$ cat src/rtl/clk_lock_seq.sv
// Clock-wizard bring-up sequencer: pulses pll_reset, waits for a qualified lock,
// then releases the datapath reset; retries on timeout and re-sequences on lock loss.
module clk_lock_seq #(
  parameter int RST_CYC      = 16,
  parameter int LOCK_TIMEOUT = 1_000_000,
  parameter int STABLE_CYC   = 1024,
  parameter int MAX_RETRY    = 3,
  parameter int LOST_W       = 8
) (
  input  logic                                 clk,
  input  logic                                 rst,
  input  logic                                 locked,
  input  logic                                 restart,
  output logic                                 pll_reset,
  output logic                                 sys_rst_n,
  output logic [2:0]                           state,
  output logic [$clog2(MAX_RETRY+1)-1:0]       retry_cnt,
  output logic [LOST_W-1:0]                    lost_cnt,
  output logic                                 fail
);

  localparam int RW     = $clog2(MAX_RETRY + 1);
  localparam int MAX_AB = (RST_CYC > LOCK_TIMEOUT) ? RST_CYC : LOCK_TIMEOUT;
  localparam int MAX_T  = (MAX_AB > STABLE_CYC) ? MAX_AB : STABLE_CYC;
  localparam int TW     = (MAX_T < 2) ? 1 : $clog2(MAX_T);

  localparam logic [TW-1:0]     RST_LAST    = TW'(RST_CYC - 1);
  localparam logic [TW-1:0]     WAIT_LAST   = TW'(LOCK_TIMEOUT - 1);
  localparam logic [TW-1:0]     STABLE_LAST = TW'(STABLE_CYC - 1);
  localparam logic [RW-1:0]     RETRY_LIMIT = RW'(MAX_RETRY);
  localparam logic [LOST_W-1:0] LOST_MAX    = {LOST_W{1'b1}};

  typedef enum logic [2:0] {
    ST_PLLRST = 3'd0,
    ST_WAIT   = 3'd1,
    ST_STABLE = 3'd2,
    ST_RUN    = 3'd3,
    ST_FAIL   = 3'd4
  } state_t;

  state_t            state_r, state_nxt_s;
  logic [TW-1:0]     timer_r, timer_nxt_s;
  logic [RW-1:0]     retry_r, retry_nxt_s, retry_inc_s;
  logic [LOST_W-1:0] lost_r, lost_nxt_s;
  logic              locked_meta_r, locked_sync_r;

  // Next-state, timer, retry and lock-loss bookkeeping
  always_comb begin
    state_nxt_s = state_r;
    retry_nxt_s = retry_r;
    lost_nxt_s  = lost_r;
    retry_inc_s = retry_r + RW'(1);
    if (restart) begin
      state_nxt_s = ST_PLLRST;
      retry_nxt_s = {RW{1'b0}};
    end else begin
      case (state_r)
        ST_PLLRST: begin
          if (timer_r == RST_LAST) state_nxt_s = ST_WAIT;
          else                     state_nxt_s = ST_PLLRST;
        end
        ST_WAIT: begin
          if (locked_sync_r) begin
            state_nxt_s = ST_STABLE;
          end else if (timer_r == WAIT_LAST) begin
            retry_nxt_s = retry_inc_s;
            // The attempt that reaches the limit parks in FAIL rather than retrying
            if (retry_inc_s == RETRY_LIMIT) state_nxt_s = ST_FAIL;
            else                            state_nxt_s = ST_PLLRST;
          end else begin
            state_nxt_s = ST_WAIT;
          end
        end
        ST_STABLE: begin
          if (!locked_sync_r) begin
            state_nxt_s = ST_WAIT;
          end else if (timer_r == STABLE_LAST) begin
            state_nxt_s = ST_RUN;
            retry_nxt_s = {RW{1'b0}};
          end else begin
            state_nxt_s = ST_STABLE;
          end
        end
        ST_RUN: begin
          if (!locked_sync_r) begin
            state_nxt_s = ST_PLLRST;
            if (lost_r == LOST_MAX) lost_nxt_s = lost_r;
            else                    lost_nxt_s = lost_r + LOST_W'(1);
          end else begin
            state_nxt_s = ST_RUN;
          end
        end
        ST_FAIL: state_nxt_s = ST_FAIL;
        default: state_nxt_s = ST_PLLRST;
      endcase
    end
    // RUN and FAIL have no terminal count, so the timer holds there instead of wrapping
    if (restart || (state_nxt_s != state_r))              timer_nxt_s = {TW{1'b0}};
    else if ((state_r == ST_RUN) || (state_r == ST_FAIL)) timer_nxt_s = timer_r;
    else                                                  timer_nxt_s = timer_r + TW'(1);
  end

  // State, counters, lock synchronizer and registered outputs
  always_ff @(posedge clk) begin
    if (!rst) begin
      state_r       <= ST_PLLRST;
      timer_r       <= {TW{1'b0}};
      retry_r       <= {RW{1'b0}};
      lost_r        <= {LOST_W{1'b0}};
      locked_meta_r <= 1'b0;
      locked_sync_r <= 1'b0;
      pll_reset     <= 1'b1;
      sys_rst_n     <= 1'b0;
      fail          <= 1'b0;
    end else begin
      state_r       <= state_nxt_s;
      timer_r       <= timer_nxt_s;
      retry_r       <= retry_nxt_s;
      lost_r        <= lost_nxt_s;
      locked_meta_r <= locked;
      locked_sync_r <= locked_meta_r;
      pll_reset     <= (state_nxt_s == ST_PLLRST);
      sys_rst_n     <= (state_nxt_s == ST_RUN);
      fail          <= (state_nxt_s == ST_FAIL);
    end
  end

  assign state     = state_r;
  assign retry_cnt = retry_r;
  assign lost_cnt  = lost_r;

endmodule

$ cat config.mk
export PLATFORM = sky130hd
export DESIGN_NAME = clk_lock_seq
export DESIGN_NICKNAME = d
export VERILOG_FILES = /design/src/rtl/clk_lock_seq.sv
export SDC_FILE = /design/constraint.sdc
export NUM_CORES = 1
export LEC_CHECK = 0
export CAP_MARGIN = 10
export CORE_MARGIN = 2
export CORE_UTILIZATION = 50
export DETAILED_ROUTE_END_ITERATION = 12
export PLACE_DENSITY = 0.77
export SYNTH_ARGS = -nofsm -noshare
export SYNTH_HDL_FRONTEND = slang
export SYNTH_SLANG_ARGS = --single-unit
$ cat constraint.sdc
create_clock -name clk -period 2.1 [get_ports clk]
set_input_delay 0.21 -clock clk [delete_from_list [all_inputs] [get_ports clk]]
set_output_delay 0.21 -clock clk [all_outputs]
set_load 0.1 [all_outputs]
==> key figures <==
Job
  – Max_cap viols: 0

Place
  – Total instance count after detailed placement: 285
  – Half-perimeter wire length after placement: 2610 µm
  – Total of buffers placed on input and output ports: 19
  – Placer congestion estimate: 0.762

STA
  – Setup TNS Final: 0 ns
  – Number of hold violations in the final report: 0
  – Period utilisation layout: 95.3%
  – Setup repair after global routing missed its margin: no
  – Relative slew slack: 69.9%
  – Final-layout worst hold slack: 0.427 ns
  – Tightest Pin Transition: 0.452 ns
  – Maximum clock frequency: 0.500 GHz
  – Worst setup skew after layout: 0.0126 ns
  – Final count of negative-setup-slack endpoints: 0
  – Final critical path time including I/O delays and setup: 2.00 ns
  – Count of final max-slew check failures: 0

GRT
  – Overall track demand over capacity in global routing: 19.4%
  – Grt ovf: 0
  – Via count of the first global-routing pass: 1459
  – Number of antenna violations at the first check in global routing: 0
  – Wire length of the first global-routing pass: 6370 µm
  – Pin count of the biggest net entering global routing: 21

Logic synthesis
  – Total nets after synthesis: 220
  – Post-synth ARST share: 0%
  – Dominant cell type by area after synthesis: sky130_fd_sc_hd__dfxtp_1
  – Sequential element share of the synthesized area: 40.1%
  – Synth warn: 0
  – Mean Syn Cell Area: 8.90 µm²
  – Portion of synthesized cell area occupied by the leading cell type: 40.1%
  – Yosys reg bits: 38
  – Synth Instances: 213
  – Post-synth EDFFs: 0
  – Cell types occupying the most area after synthesis: sky130_fd_sc_hd__dfxtp_1, sky130_fd_sc_hd__xor2_1, sky130_fd_sc_hd__nor2_1
  – Post-synth design cell area: 1900 µm²
  – Most common flop cell mapped by yosys: sky130_fd_sc_hd__dfxtp_1
  – Number of unique standard cell types used by synthesis: 42

Drt
  – Detailed-route via count: 1548
  – Number of nets with antenna violations after routing: 0
  – Iteration-0 DRC count of the detailed router: 93
  – Mean routed wirelength per cell: 12.6 µm
  – Via density per instance: 5.28
  – DRC violations left: 0
  – First drt pass iteration count: 4
  – Post-Route WL: 3690 µm

Power and ir drop
  – VDD IR-drop max: 0.000382 V
  – Static Leakage: 0.850 nW
  – Power density cells: 548 nW/µm²
  – Total Power: 0.00124 W

Worst hold path
  – Type of the tightest min-delay check: flip-flop to flip-flop

Worst setup path
  – CP Max Fanout: 20
  – Required time of the worst setup path: 2.28 ns
  – Startpoint types: flip-flop
  – Slack of the worst reg-to-reg path: 0.1 ns
  – Category of the critical setup timing path: flip-flop to flip-flop
  – Arrival time worst endpoint: 2.18 ns
  – Critical path capture point type: flip-flop

Outcome
  – Run status: finished clean

Cells and area
  – Fraction of final layout cells sized beyond drive strength 1: 22.0%
  – Most frequent cells in the layout: sky130_fd_sc_hd__nor2_1, sky130_fd_sc_hd__buf_4, sky130_fd_sc_hd__dfxtp_1, sky130_fd_sc_hd__xor2_1, sky130_fd_sc_hd__nand2_1
  – Diode insertion count for antenna repair: 0
  – Area added between synthesis and finish: 19.7%
  – Final net count: 251
  – Number of cells in the finished layout apart from fillers: 293
  – Most common cell after layout, fill and taps aside: sky130_fd_sc_hd__nor2_1

Floorplan
  – Horizontal die dimension: 65.6 µm
  – Die area: 4300 µm²
  – Area inside the core boundary: 3660 µm²
  – I/O Pins: 20
  – Number of standard-cell rows in the floorplan: 22
  – Initial Util: 51.8%
  – Die height: 65.6 µm

Clocking
  – Hold buffers post-CTS: 0
  – Number of buffers on the longest clock path: 2
  – CTS tree: yes
  – Clock slew at the register clock pins of the worst setup and hold paths: 0.08 ns
  – Total CTS buffers: 5
  – Post-cts gate resize count: 0
  – Clock latency at the later pin of the worst-skew pair: 0.29 ns
  – TritonCTS sink count: 38
  – Setup bufs post-CTS: 0
  – Deepest level of the CTS H-tree: 2
  – Root cell of the clock tree: sky130_fd_sc_hd__clkbuf_8
-- metal layers --
metal	global-route usage, %	part of all wire, %
met4	7.03	1.5
met2	30.9	47
met3	5.65	2.8
met5	0	0
met1	24.9	49
-- power by group --
| group | internal [W] | switching (W) | total, W |
|---|---|---|---|
| logic | 0.0000170 | 0.0000174 | 0.0000344 |
| clock network | 0.000236 | 0.000247 | 0.000483 |
| registers | 0.000722 | 0.00000328 | 0.000726 |
| total | 0.000975 | 0.000268 | 0.00124 |
-- through the flow --
| stage | instance area [µm²] | utilization [%] | worst slack [ns] |
|---|---|---|---|
| floorplan | 1920 | - | 0.00498 |
| global placement | 2190 | 59.8 | 0.137 |
| detailed placement | 2190 | 59.8 | 0.110 |
| CTS | 2270 | 62.0 | 0.0937 |
| global route | 2270 | 62.0 | 0.0199 |
| finish | 2270 | 62.0 | 0.0996 |
-- final cells by class --
class / count / area [µm²]
fillers: 322 / 1390
well taps: 48 / 60.1
multi-input cells: 162 / 1070
repair buffers: 32 / 260
flip-flops and latches: 38 / 777
clock buffers: 8 / 80.1
inverters: 5 / 18.8
-- worst paths after layout --
check	start	to	cells past startpoint
worst max-delay path	timer_r[12]	timer_r[3]	6
worst min-delay path	locked_meta_r	locked_sync_r	1
worst max register to register	timer_r[12]	timer_r[3]	6
worst min register to register	locked_meta_r	locked_sync_r	1
-- cells in the mapped netlist, types with 2 or more instances --
cell                        count
sky130_fd_sc_hd__a32oi_1        2
sky130_fd_sc_hd__or4b_1         2
sky130_fd_sc_hd__xor2_1        22
sky130_fd_sc_hd__nor3_1         6
sky130_fd_sc_hd__ha_1           3
sky130_fd_sc_hd__mux2i_1        2
sky130_fd_sc_hd__and2_1         8
sky130_fd_sc_hd__nor2b_1        6
sky130_fd_sc_hd__clkbuf_1       3
sky130_fd_sc_hd__xnor2_1        4
sky130_fd_sc_hd__nand2b_1       3
sky130_fd_sc_hd__nor4_1         2
sky130_fd_sc_hd__nand4b_1       2
sky130_fd_sc_hd__nand4_1        9
sky130_fd_sc_hd__dfxtp_1       38
sky130_fd_sc_hd__inv_1          5
sky130_fd_sc_hd__o21ai_0        6
sky130_fd_sc_hd__nor2_1        30
sky130_fd_sc_hd__buf_2          2
sky130_fd_sc_hd__nand3_1       12
sky130_fd_sc_hd__and3b_1        2
sky130_fd_sc_hd__nand2_1       17
sky130_fd_sc_hd__a2111oi_2      2
sky130_fd_sc_hd__buf_6          3
sky130_fd_sc_hd__or4_1          2
sky130_fd_sc_hd__and3_1         2
sky130_fd_sc_hd__a21oi_1        3
-- cell families (layout without fill, tap and decap cells) --
| logic type | Yosys count | count (layout) | synth area share, % |
|---|---|---|---|
| and+or+nand+nor | 112 | 112 | 33.2 |
| AOI/OAI and AO/OA | 19 | 19 | 7.72 |
| buffers and inverters | 13 | 45 | 3.89 |
| muxes | 2 | 2 | 1.06 |
| xor gates and xnor gates | 26 | 26 | 12.0 |
| DFF | 38 | 38 | 40.1 |
| adders and majority gates | 3 | 3 | 1.98 |
-- sequential cells by signal, summed over array words and instances, names as in the netlist --
register       flops
fail               1
locked_meta_r      1
locked_sync_r      1
lost_cnt           8
pll_reset          1
retry_cnt          2
state              3
sys_rst_n          1
timer_r           20
-- worst max-delay path: stages (launching register included) --
cell	delay, ns
sky130_fd_sc_hd__dfxtp_1	0.34
sky130_fd_sc_hd__or4_4	0.54
sky130_fd_sc_hd__nor4_4	0.31
sky130_fd_sc_hd__a32oi_1	0.17
sky130_fd_sc_hd__a32oi_2	0.28
sky130_fd_sc_hd__buf_12	0.18
sky130_fd_sc_hd__nor2_1	0.06
(Power assumes the default switching activity.)
